`src/rtl/clock_set_ctrl.sv`:
```
`default_nettype none
// ============================================================================
//  Module   : clock_set_ctrl
//  Purpose  : Time-of-day set controller. Debounces the mode and increment
//             pushbuttons, sequences RUN -> SET_HR -> SET_MIN -> RUN, issues
//             hour/minute increment pulses with press-and-hold auto-repeat,
//             generates the 1 s count enable and the edit-blink phase.
//  Revision : 1.0 - initial release
// ----------------------------------------------------------------------------
//  Ports
//    clk       in   system clock, rising edge
//    rstn      in   synchronous reset, active-high (1 = reset)
//    mode_key  in   raw asynchronous mode pushbutton, active-high
//    inc_key   in   raw asynchronous increment pushbutton, active-high
//    tick_en   out  one-cycle 1 s enable for the seconds counter (RUN only)
//    adj_min   out  one-cycle minute increment pulse (SET_MIN only)
//    adj_hr    out  one-cycle hour increment pulse (SET_HR only)
//    mode      out  0 RUN, 1 SET_HR, 2 SET_MIN
//    blink_on  out  display-blank phase, 1 = show digits
// ============================================================================
module clock_set_ctrl #(
    parameter int CLK_DIV     = 50000000,
    parameter int DEB_CYCLES  = 1000000,
    parameter int HOLD_CYCLES = 50000000,
    parameter int REP_CYCLES  = 12500000
) (
    input  logic       clk,
    input  logic       rstn,
    input  logic       mode_key,
    input  logic       inc_key,
    output logic       tick_en,
    output logic       adj_min,
    output logic       adj_hr,
    output logic [1:0] mode,
    output logic       blink_on
);

    // ------------------------------------------------------------------------
    // Derived constants
    // ------------------------------------------------------------------------
    localparam int c_HALF_DIV = CLK_DIV / 2;
    localparam int c_RPT_MAX  = (HOLD_CYCLES > REP_CYCLES)
                                ? ((HOLD_CYCLES > 2) ? HOLD_CYCLES : 2)
                                : ((REP_CYCLES  > 2) ? REP_CYCLES  : 2);

    localparam int c_PRESC_W = $clog2(CLK_DIV);
    localparam int c_DEB_W   = $clog2(DEB_CYCLES);
    localparam int c_BLINK_W = $clog2(c_HALF_DIV);
    localparam int c_RPT_W   = $clog2(c_RPT_MAX);

    localparam logic [c_PRESC_W-1:0] c_PRESC_LAST = c_PRESC_W'(CLK_DIV - 1);
    localparam logic [c_DEB_W-1:0]   c_DEB_LAST   = c_DEB_W'(DEB_CYCLES - 1);
    localparam logic [c_BLINK_W-1:0] c_BLINK_LAST = c_BLINK_W'(c_HALF_DIV - 1);
    localparam logic [c_RPT_W-1:0]   c_HOLD_LAST  = c_RPT_W'(HOLD_CYCLES - 1);
    localparam logic [c_RPT_W-1:0]   c_REP_LAST   = c_RPT_W'(REP_CYCLES - 1);

    typedef enum logic [1:0] {
        ST_RUN     = 2'd0,
        ST_SET_HR  = 2'd1,
        ST_SET_MIN = 2'd2
    } state_t;

    // ------------------------------------------------------------------------
    // Key conditioning: bit 0 = mode key, bit 1 = inc key
    // ------------------------------------------------------------------------
    logic [1:0] w_raw;
    logic [1:0] w_press;

    assign w_raw = {inc_key, mode_key};

    for (genvar gi = 0; gi < 2; gi++) begin : g_key
        logic [1:0]         r_sync;
        logic               r_level;
        logic               r_level_q;
        logic [c_DEB_W-1:0] r_cnt;

        always_ff @(posedge clk) begin
            if (rstn) begin
                r_sync    <= 2'b00;
                r_level   <= 1'b0;
                r_level_q <= 1'b0;
                r_cnt     <= '0;
            end else begin
                r_sync    <= {r_sync[0], w_raw[gi]};
                r_level_q <= r_level;
                // Level follows the input only after it has disagreed for
                // DEB_CYCLES consecutive samples; any agreement restarts.
                if (r_sync[1] != r_level) begin
                    if (r_cnt == c_DEB_LAST) begin
                        r_level <= r_sync[1];
                        r_cnt   <= '0;
                    end else begin
                        r_cnt <= r_cnt + 1'b1;
                    end
                end else begin
                    r_cnt <= '0;
                end
            end
        end

        // Press event: the cycle right after the debounced level rises.
        assign w_press[gi] = r_level & ~r_level_q;
    end

    logic w_mode_evt;
    logic w_inc_evt;
    logic w_inc_level;

    assign w_mode_evt  = w_press[0];
    assign w_inc_evt   = w_press[1];
    assign w_inc_level = g_key[1].r_level;

    // ------------------------------------------------------------------------
    // Mode FSM
    // ------------------------------------------------------------------------
    state_t r_state;
    state_t w_state_next;

    always_ff @(posedge clk) begin
        if (rstn) begin
            r_state <= ST_RUN;
        end else begin
            r_state <= w_state_next;
        end
    end

    always_comb begin
        w_state_next = r_state;
        if (w_mode_evt) begin
            case (r_state)
                ST_RUN:    w_state_next = ST_SET_HR;
                ST_SET_HR: w_state_next = ST_SET_MIN;
                default:   w_state_next = ST_RUN;
            endcase
        end
    end

    logic w_in_set;
    assign w_in_set = (r_state != ST_RUN);

    // ------------------------------------------------------------------------
    // Auto-repeat. Only a press accepted in a set mode arms it, so a key
    // held across a mode change or reset stays silent until re-pressed.
    // r_rpt_phase: 0 = waiting out the initial hold, 1 = repeating.
    // ------------------------------------------------------------------------
    logic               r_rpt_act;
    logic               r_rpt_phase;
    logic [c_RPT_W-1:0] r_rpt_cnt;
    logic               w_rpt_fire;
    logic               w_adj_fire;

    assign w_rpt_fire = r_rpt_act & w_inc_level &
                        (r_rpt_cnt == (r_rpt_phase ? c_REP_LAST : c_HOLD_LAST));

    // A simultaneous mode event takes priority over any increment.
    assign w_adj_fire = w_in_set & ~w_mode_evt & (w_inc_evt | w_rpt_fire);

    always_ff @(posedge clk) begin
        if (rstn) begin
            r_rpt_act   <= 1'b0;
            r_rpt_phase <= 1'b0;
            r_rpt_cnt   <= '0;
        end else if (w_mode_evt || !w_inc_level || !w_in_set) begin
            r_rpt_act   <= 1'b0;
            r_rpt_phase <= 1'b0;
            r_rpt_cnt   <= '0;
        end else if (w_inc_evt) begin
            r_rpt_act   <= 1'b1;
            r_rpt_phase <= 1'b0;
            r_rpt_cnt   <= '0;
        end else if (r_rpt_act) begin
            if (w_rpt_fire) begin
                r_rpt_phase <= 1'b1;
                r_rpt_cnt   <= '0;
            end else begin
                r_rpt_cnt <= r_rpt_cnt + 1'b1;
            end
        end
    end

    // ------------------------------------------------------------------------
    // 1 s prescaler. Free-running in every mode; restarts when leaving
    // SET_MIN so the first second after an edit is a full one.
    // ------------------------------------------------------------------------
    logic [c_PRESC_W-1:0] r_presc;

    always_ff @(posedge clk) begin
        if (rstn) begin
            r_presc <= '0;
        end else if ((r_state == ST_SET_MIN) && w_mode_evt) begin
            r_presc <= '0;
        end else if (r_presc == c_PRESC_LAST) begin
            r_presc <= '0;
        end else begin
            r_presc <= r_presc + 1'b1;
        end
    end

    // ------------------------------------------------------------------------
    // Blink phase: toggles every CLK_DIV/2 in set modes, restarts visible
    // on every mode change and every increment.
    // ------------------------------------------------------------------------
    logic [c_BLINK_W-1:0] r_blink_cnt;
    logic                 r_blink;

    always_ff @(posedge clk) begin
        if (rstn) begin
            r_blink     <= 1'b1;
            r_blink_cnt <= '0;
        end else if (w_mode_evt || w_adj_fire || !w_in_set) begin
            r_blink     <= 1'b1;
            r_blink_cnt <= '0;
        end else if (r_blink_cnt == c_BLINK_LAST) begin
            r_blink     <= ~r_blink;
            r_blink_cnt <= '0;
        end else begin
            r_blink_cnt <= r_blink_cnt + 1'b1;
        end
    end

    // ------------------------------------------------------------------------
    // Registered pulse outputs
    // ------------------------------------------------------------------------
    logic r_tick;
    logic r_adj_hr;
    logic r_adj_min;

    always_ff @(posedge clk) begin
        if (rstn) begin
            r_tick    <= 1'b0;
            r_adj_hr  <= 1'b0;
            r_adj_min <= 1'b0;
        end else begin
            // Suppressed on the cycle RUN is left so no tick lands in a set mode.
            r_tick    <= (r_presc == c_PRESC_LAST) && (r_state == ST_RUN) && !w_mode_evt;
            r_adj_hr  <= w_adj_fire && (r_state == ST_SET_HR);
            r_adj_min <= w_adj_fire && (r_state == ST_SET_MIN);
        end
    end

    assign tick_en  = r_tick;
    assign adj_hr   = r_adj_hr;
    assign adj_min  = r_adj_min;
    assign mode     = r_state;
    assign blink_on = r_blink;

endmodule
`default_nettype wire

```
`config.mk`:
```
export PLATFORM = sky130hd
export DESIGN_NAME = clock_set_ctrl
export DESIGN_NICKNAME = d
export VERILOG_FILES = /design/src/rtl/clock_set_ctrl.sv
export SDC_FILE = /design/constraint.sdc
export NUM_CORES = 1
export LEC_CHECK = 0
export ABC_AREA = 1
export CORE_ASPECT_RATIO = 0.7
export CORE_UTILIZATION = 63
export DETAILED_ROUTE_END_ITERATION = 7
export PLACE_DENSITY = 0.82
export SLEW_MARGIN = 10
export SYNTH_ARGS = -nofsm -noshare
export SYNTH_HDL_FRONTEND = slang
export SYNTH_SLANG_ARGS = --single-unit
```
`constraint.sdc`:
```
create_clock -name clk -period 2.3 [get_ports clk]
set_clock_uncertainty 0.2 [all_clocks]
set_input_delay 0.345 -clock clk [delete_from_list [all_inputs] [get_ports clk]]
set_output_delay 0.345 -clock clk [all_outputs]
set_load 0.005 [all_outputs]
```
-- After elaboration in Yosys (flattened, before gate mapping)
Cells that the tools add are included.
- add/subtract/negate cells: 5
- equal/unequal tests: 9
- multiplexer cells: 3
- bitwise logic cells: 13
- reductions and logical operators: 24
- operator list (operator ; number):
    $add A26 B1 Y26 const B ; 2
    $mux W26 ; 2
    $add A20 B1 Y20 const B ; 2
    $eq A20 B20 Y1 const B ; 2
    $eq A26 B26 Y1 ; 1
    $eq A26 B26 Y1 const B ; 1
    $add A25 B1 Y25 const B ; 1
    $eq A25 B25 Y1 const B ; 1
    $reduce_or A3 Y1 ; 5
    $and A1 B1 Y1 ; 6
    $not A1 Y1 ; 6
    $reduce_and A2 Y1 ; 3
    $logic_and A1 B1 Y1 ; 5
    $logic_or A1 B1 Y1 ; 4
    $pmux W2 S2 ; 1
    $reduce_or A2 Y1 ; 2
    $logic_not A1 Y1 ; 3
    $eq A2 B1 Y1 const B ; 1
    $eq A2 B2 Y1 const B ; 1
    $logic_not A2 Y1 ; 1
    $ne A1 B1 Y1 ; 2
    $reduce_bool A2 Y1 ; 1
    $or A1 B1 Y1 ; 1
- register bits: 133
- input bits: 4
- output and inout port bits: 6

-- Depth between registers and ports, before layout
- depth in word-level cells: 8
- mapped depth: 11
- mapped depth without buffers: 11

-- Least setup slack after synthesis
No wires, ideal clock.
- path type: register -> register
- start: register r_blink_cnt[0]
- end: register r_blink_cnt[16]
- data arrival time: 1.461 ns
- data required time: 1.983 ns
- setup slack: 0.522 ns
- stages on the path, launching flop included: 9
- path through: dfxtp_1 -> ha_1 -> nand2_2 -> nand3b_1 -> nor2_1 -> nand3_1 -> nand4_4 -> buf_6 -> nor2_2
- word-level cells in the longest chain between the ends: 2
- elaborated cells between the ends (all ways): 3
- those cells by class: 1 x add/sub; 1 x eq/ne; 1 x reduce/logical
- ends and longest elaborated chain (element ; RTL line ; text):
    from (decl) ; 203 ; logic [c_BLINK_W-1:0] r_blink_cnt;
    from (signal assigned) ; 217 ; r_blink_cnt <= r_blink_cnt + 1'b1;
    branches (longest 2 deep; another with $add A25 B1 Y25) ; - ;
Several ways; the timed one is not identified.
A chain may end at the register's enable or synchronous reset.

-- Final worst setup path
- start: register r_rpt_act
- end: register r_rpt_cnt[15]
- word-level cells in the longest chain between the ends: 3
- ends and longest elaborated chain (element ; RTL line ; text):
    from (decl) ; 146 ; logic r_rpt_act;
    from (signal assigned) ; 160 ; r_rpt_act <= 1'b0;
    from (signal assigned) ; 164 ; r_rpt_act <= 1'b0;
    from (signal assigned) ; 168 ; r_rpt_act <= 1'b1;
    $and A1 B1 Y1 (2 in series) ; 152 ; assign w_rpt_fire = r_rpt_act & w_inc_level &
    $mux W26 ; 172 ; if (w_rpt_fire) begin
    to (signal assigned) ; 176 ; r_rpt_cnt <= r_rpt_cnt + 1'b1;
    to (decl) ; 148 ; logic [c_RPT_W-1:0] r_rpt_cnt;
Parallel ways exist; a longest one is shown, timed or not.

==> metrics.md <==
| Metric | Value |
|---|---|
| I/O pins | `10` |
| Most used DFF post-synth | `dfxtp_1` |
| Cell count of the worst reg-to-reg path | `7` |
| Top cell by count, worst path | `nor2_2` |
| Hold Vio Cnt, Final | `0` |
| Layout cells sized above 1 | `0.09420` |
| Syn avg cell area | `6.840 sq um` |
| Crit path largest cell delay | `0.52 ns` |
| ANT cells | `0` |
| Die height | `89.87 microns` |
| Hold Crit Class | `reg -> reg` |
| Area of the core | `10,550 sq um` |
| Leakage | `0.002712 uW` |
| Hold depth | `2` |
| Post-Syn Area | `6949 sq um` |
| Global-route wire length before repair | `26,810 microns` |
| Worst setup path class | `reg -> reg` |
| Sequence of cells on the critical path | `inv_2 > nor2_1 > nand3_1 > nor2_2 > nand2_1 > xor2_1 > nor2_2` |
| Post-route DRC violation count | `0` |
| GP Congestion | `0.9270` |
| Initial Utilization | `0.6587` |
| Crit-path slowest cell | `dfxtp_1` |
| Num rows | `31` |
| Root Buffer | `clkbuf_16` |
| Area Growth Syn to Fin | `12.42%` |
| Full die area | `11,460 sq um` |
| Register area share after synthesis | `0.3831` |
| Most frequent cells in the layout | `nand2_1, nor2_1, inv_1` |
| CP Data Arrival Time | `2.15 ns` |
| Initial antenna violation count | `0` |
| Peak supply drop | `0.6338 mV` |
| Fin nets | `1,047` |
| Die width | `127.5 microns` |
| Setup crit end kind | `flip-flop` |
| Sequential standard cell area | `2663 sq um` |
| Sink Count | `133` |
| Initial DRT Pass Iterations | `6` |
| Power Density | `677.3 nW/um^2` |
| Buf/Inv on CP | `1` |
| Vias in the first global route | `5,786` |
| Netlist cell types | `41` |
| WHS | `0.1998 ns` |
| CTS resizes | `0` |
| Filler cell count in the final layout | `839` |
| Hold buffer count at cts | `0` |
| Final WL | `15,690 microns` |
| Worst-Margin Slew | `0.4798 ns` |
| Asr flop ratio synth | `0` |
| Max-Cap Viols | `0` |
| Startpoint types | `flip-flop` |
| Via count | `6,409` |
| Worst-path fanout max | `8` |
| DR iter-0 viols | `540` |
| Unrepaired setup endpoints after global routing | `no` |
| Post-CTS Setup Bufs | `0` |
| Tmin final | `2.042 ns` |
| Vias per Instance | `5.345` |
| # port buffers | `9` |
| Avg WL per Cell | `13.09 microns` |
| H-tree Lvls | `4` |
| Largest net degree at the start of global routing | `26` |
| Post-synth EDFFs | `0` |
| CTS tree | `built` |
| Commonest non-fill, non-tap cell in the layout | `nand2_1` |
| # setup viols final | `0` |
| Syn_nets | `1,025` |
| CP Data Required Time | `2.41 ns` |
| Pins Over Slew Limit | `0` |
| Multi-input logic area | `3647 sq um` |
| All-Layer GR Usage | `0.2922` |
| Final setup TNS | `0 ns` |
| Rel. slew slack | `0.6777` |
| Critical path depth | `7` |
| Crit-path leading delay family | `simple AND/OR/NAND/NOR gates` |
| CTS buffer count | `17` |
| Tcrit/Tclk final | `0.8879` |
| Worst-path clk slew | `0.06 ns` |
| Outcome | `completed` |
| Grt ovf | `0` |
| Fmax | `489.7 MHz` |
| Yosys Warn Count | `0` |
| Skew-Pair Late Insertion Delay | `0.42 ns` |
| Post-synthesis sequential element count | `133` |
| Hpwl dp | `11,030 microns` |
| Synthesized instance count | `1,016` |
| Bufs on Longest Clock Path | `2` |
| ANT nets after route | `0` |
[stage by stage]
step           total power [uW]  instance area (sq um)  utilization  std cells  setup WS, ns
4_1_cts                    5304                   7812       0.7405       1199        0.2748
2_1_floorplan              2404                   6949            -       1016        0.5219
3_5_place_dp               2421                   7166       0.6792       1167        0.1717
5_1_grt                    5424                   7812       0.7405       1199       0.06714
3_3_place_gp               2419                   7166       0.6792       1167        0.2391
6_report                   5292                   7812       0.7405       1199        0.2578
[where the power goes]
| group | switching, uW | internal [uW] | leakage (uW) | total, uW |
|---|---|---|---|---|
| combinational | 32.0 | 19.1 | 0.00133 | 51.1 |
| sequential | 7.89 | 2310 | 0.00107 | 2320 |
| clock | 1030 | 1890 | 0.000308 | 2920 |
| total | 1070 | 4220 | 0.00271 | 5290 |
[worst paths after layout]
kind                      startpoint  slack [ns]                  to
hold / removal    g_key[0].r_sync[0]        0.20  g_key[0].r_sync[1]
setup reg to reg           r_rpt_act        0.26       r_rpt_cnt[15]
setup / recovery           r_rpt_act        0.26       r_rpt_cnt[15]
hold reg to reg   g_key[0].r_sync[0]        0.20  g_key[0].r_sync[1]
[kinds of logic after synthesis]
logic type	after synthesis	share of synthesized area
adder cells (fa/ha/maj)	5	0.009003
buffers and inverters	154	0.09200
AND/OR/NAND/NOR	614	0.4078
AO/OA/AOI/OAI	61	0.04628
XOR/XNOR	49	0.06176
flip-flops	133	0.3831
[flip-flops by register name, summed over array words and instances, names as in the netlist]
name	count
mode	2
g_key.r_sync	4
r_rpt_act	1
blink_on	1
g_key.r_cnt	40
r_blink_cnt	25
r_rpt_phase	1
g_key.r_level	2
adj_hr	1
r_rpt_cnt	26
g_key.r_level_q	2
tick_en	1
adj_min	1
r_presc	26
[worst register-to-register path: stages (launching register included)]
cell     delay (ns)
dfxtp_1        0.52
inv_2          0.15
nor2_1         0.27
nand3_1        0.26
nor2_2         0.23
nand2_1        0.09
xor2_1         0.16
nor2_2         0.05
[cells in the mapped netlist, types with 2 or more instances]
library cell / count / area share
inv_2: 4 / 0.0022
xor2_1: 35 / 0.044
nand2_1: 228 / 0.12
nand3_2: 3 / 0.0043
a21oi_1: 39 / 0.028
nor2_2: 28 / 0.025
nor2_4: 3 / 0.0049
buf_4: 3 / 0.0032
o21ai_1: 2 / 0.0014
nand2_2: 6 / 0.0054
or2_2: 8 / 0.0072
xnor2_1: 14 / 0.018
buf_6: 6 / 0.0097
dfxtp_1: 133 / 0.38
nand3b_1: 11 / 0.012
nor4_1: 2 / 0.0018
o21ai_0: 14 / 0.010
nor3b_1: 2 / 0.0022
inv_1: 137 / 0.074
nor3_1: 41 / 0.030
buf_2: 2 / 0.0014
or2_0: 4 / 0.0036
nor2_1: 166 / 0.090
nand2_4: 2 / 0.0032
nand4_1: 36 / 0.032
ha_1: 5 / 0.0090
nand3_4: 2 / 0.0050
nand3_1: 67 / 0.048
[per-layer routing]
metal	vias to the layer above	wire length (microns)	track usage
li1	3266	-	-
met1	2892	7889	0.4224
met4	0	233	0.1032
met3	28	1070	0.05298
met2	223	6497	0.4344
met5	-	0	0
[final cells by class]
| type | count | area share |
|---|---|---|
| Clock buffer | 23 | 0.06502 |
| Clock inverter | 9 | 0.01778 |
| Inverter | 142 | 0.06855 |
| Multi-Input combinational cell | 729 | 0.4668 |
| Sequential cell | 133 | 0.3408 |
| Tap cell | 148 | 0.02370 |
| Timing Repair Buffer | 15 | 0.01730 |
Note: power is estimated with default switching activity, not from simulation.
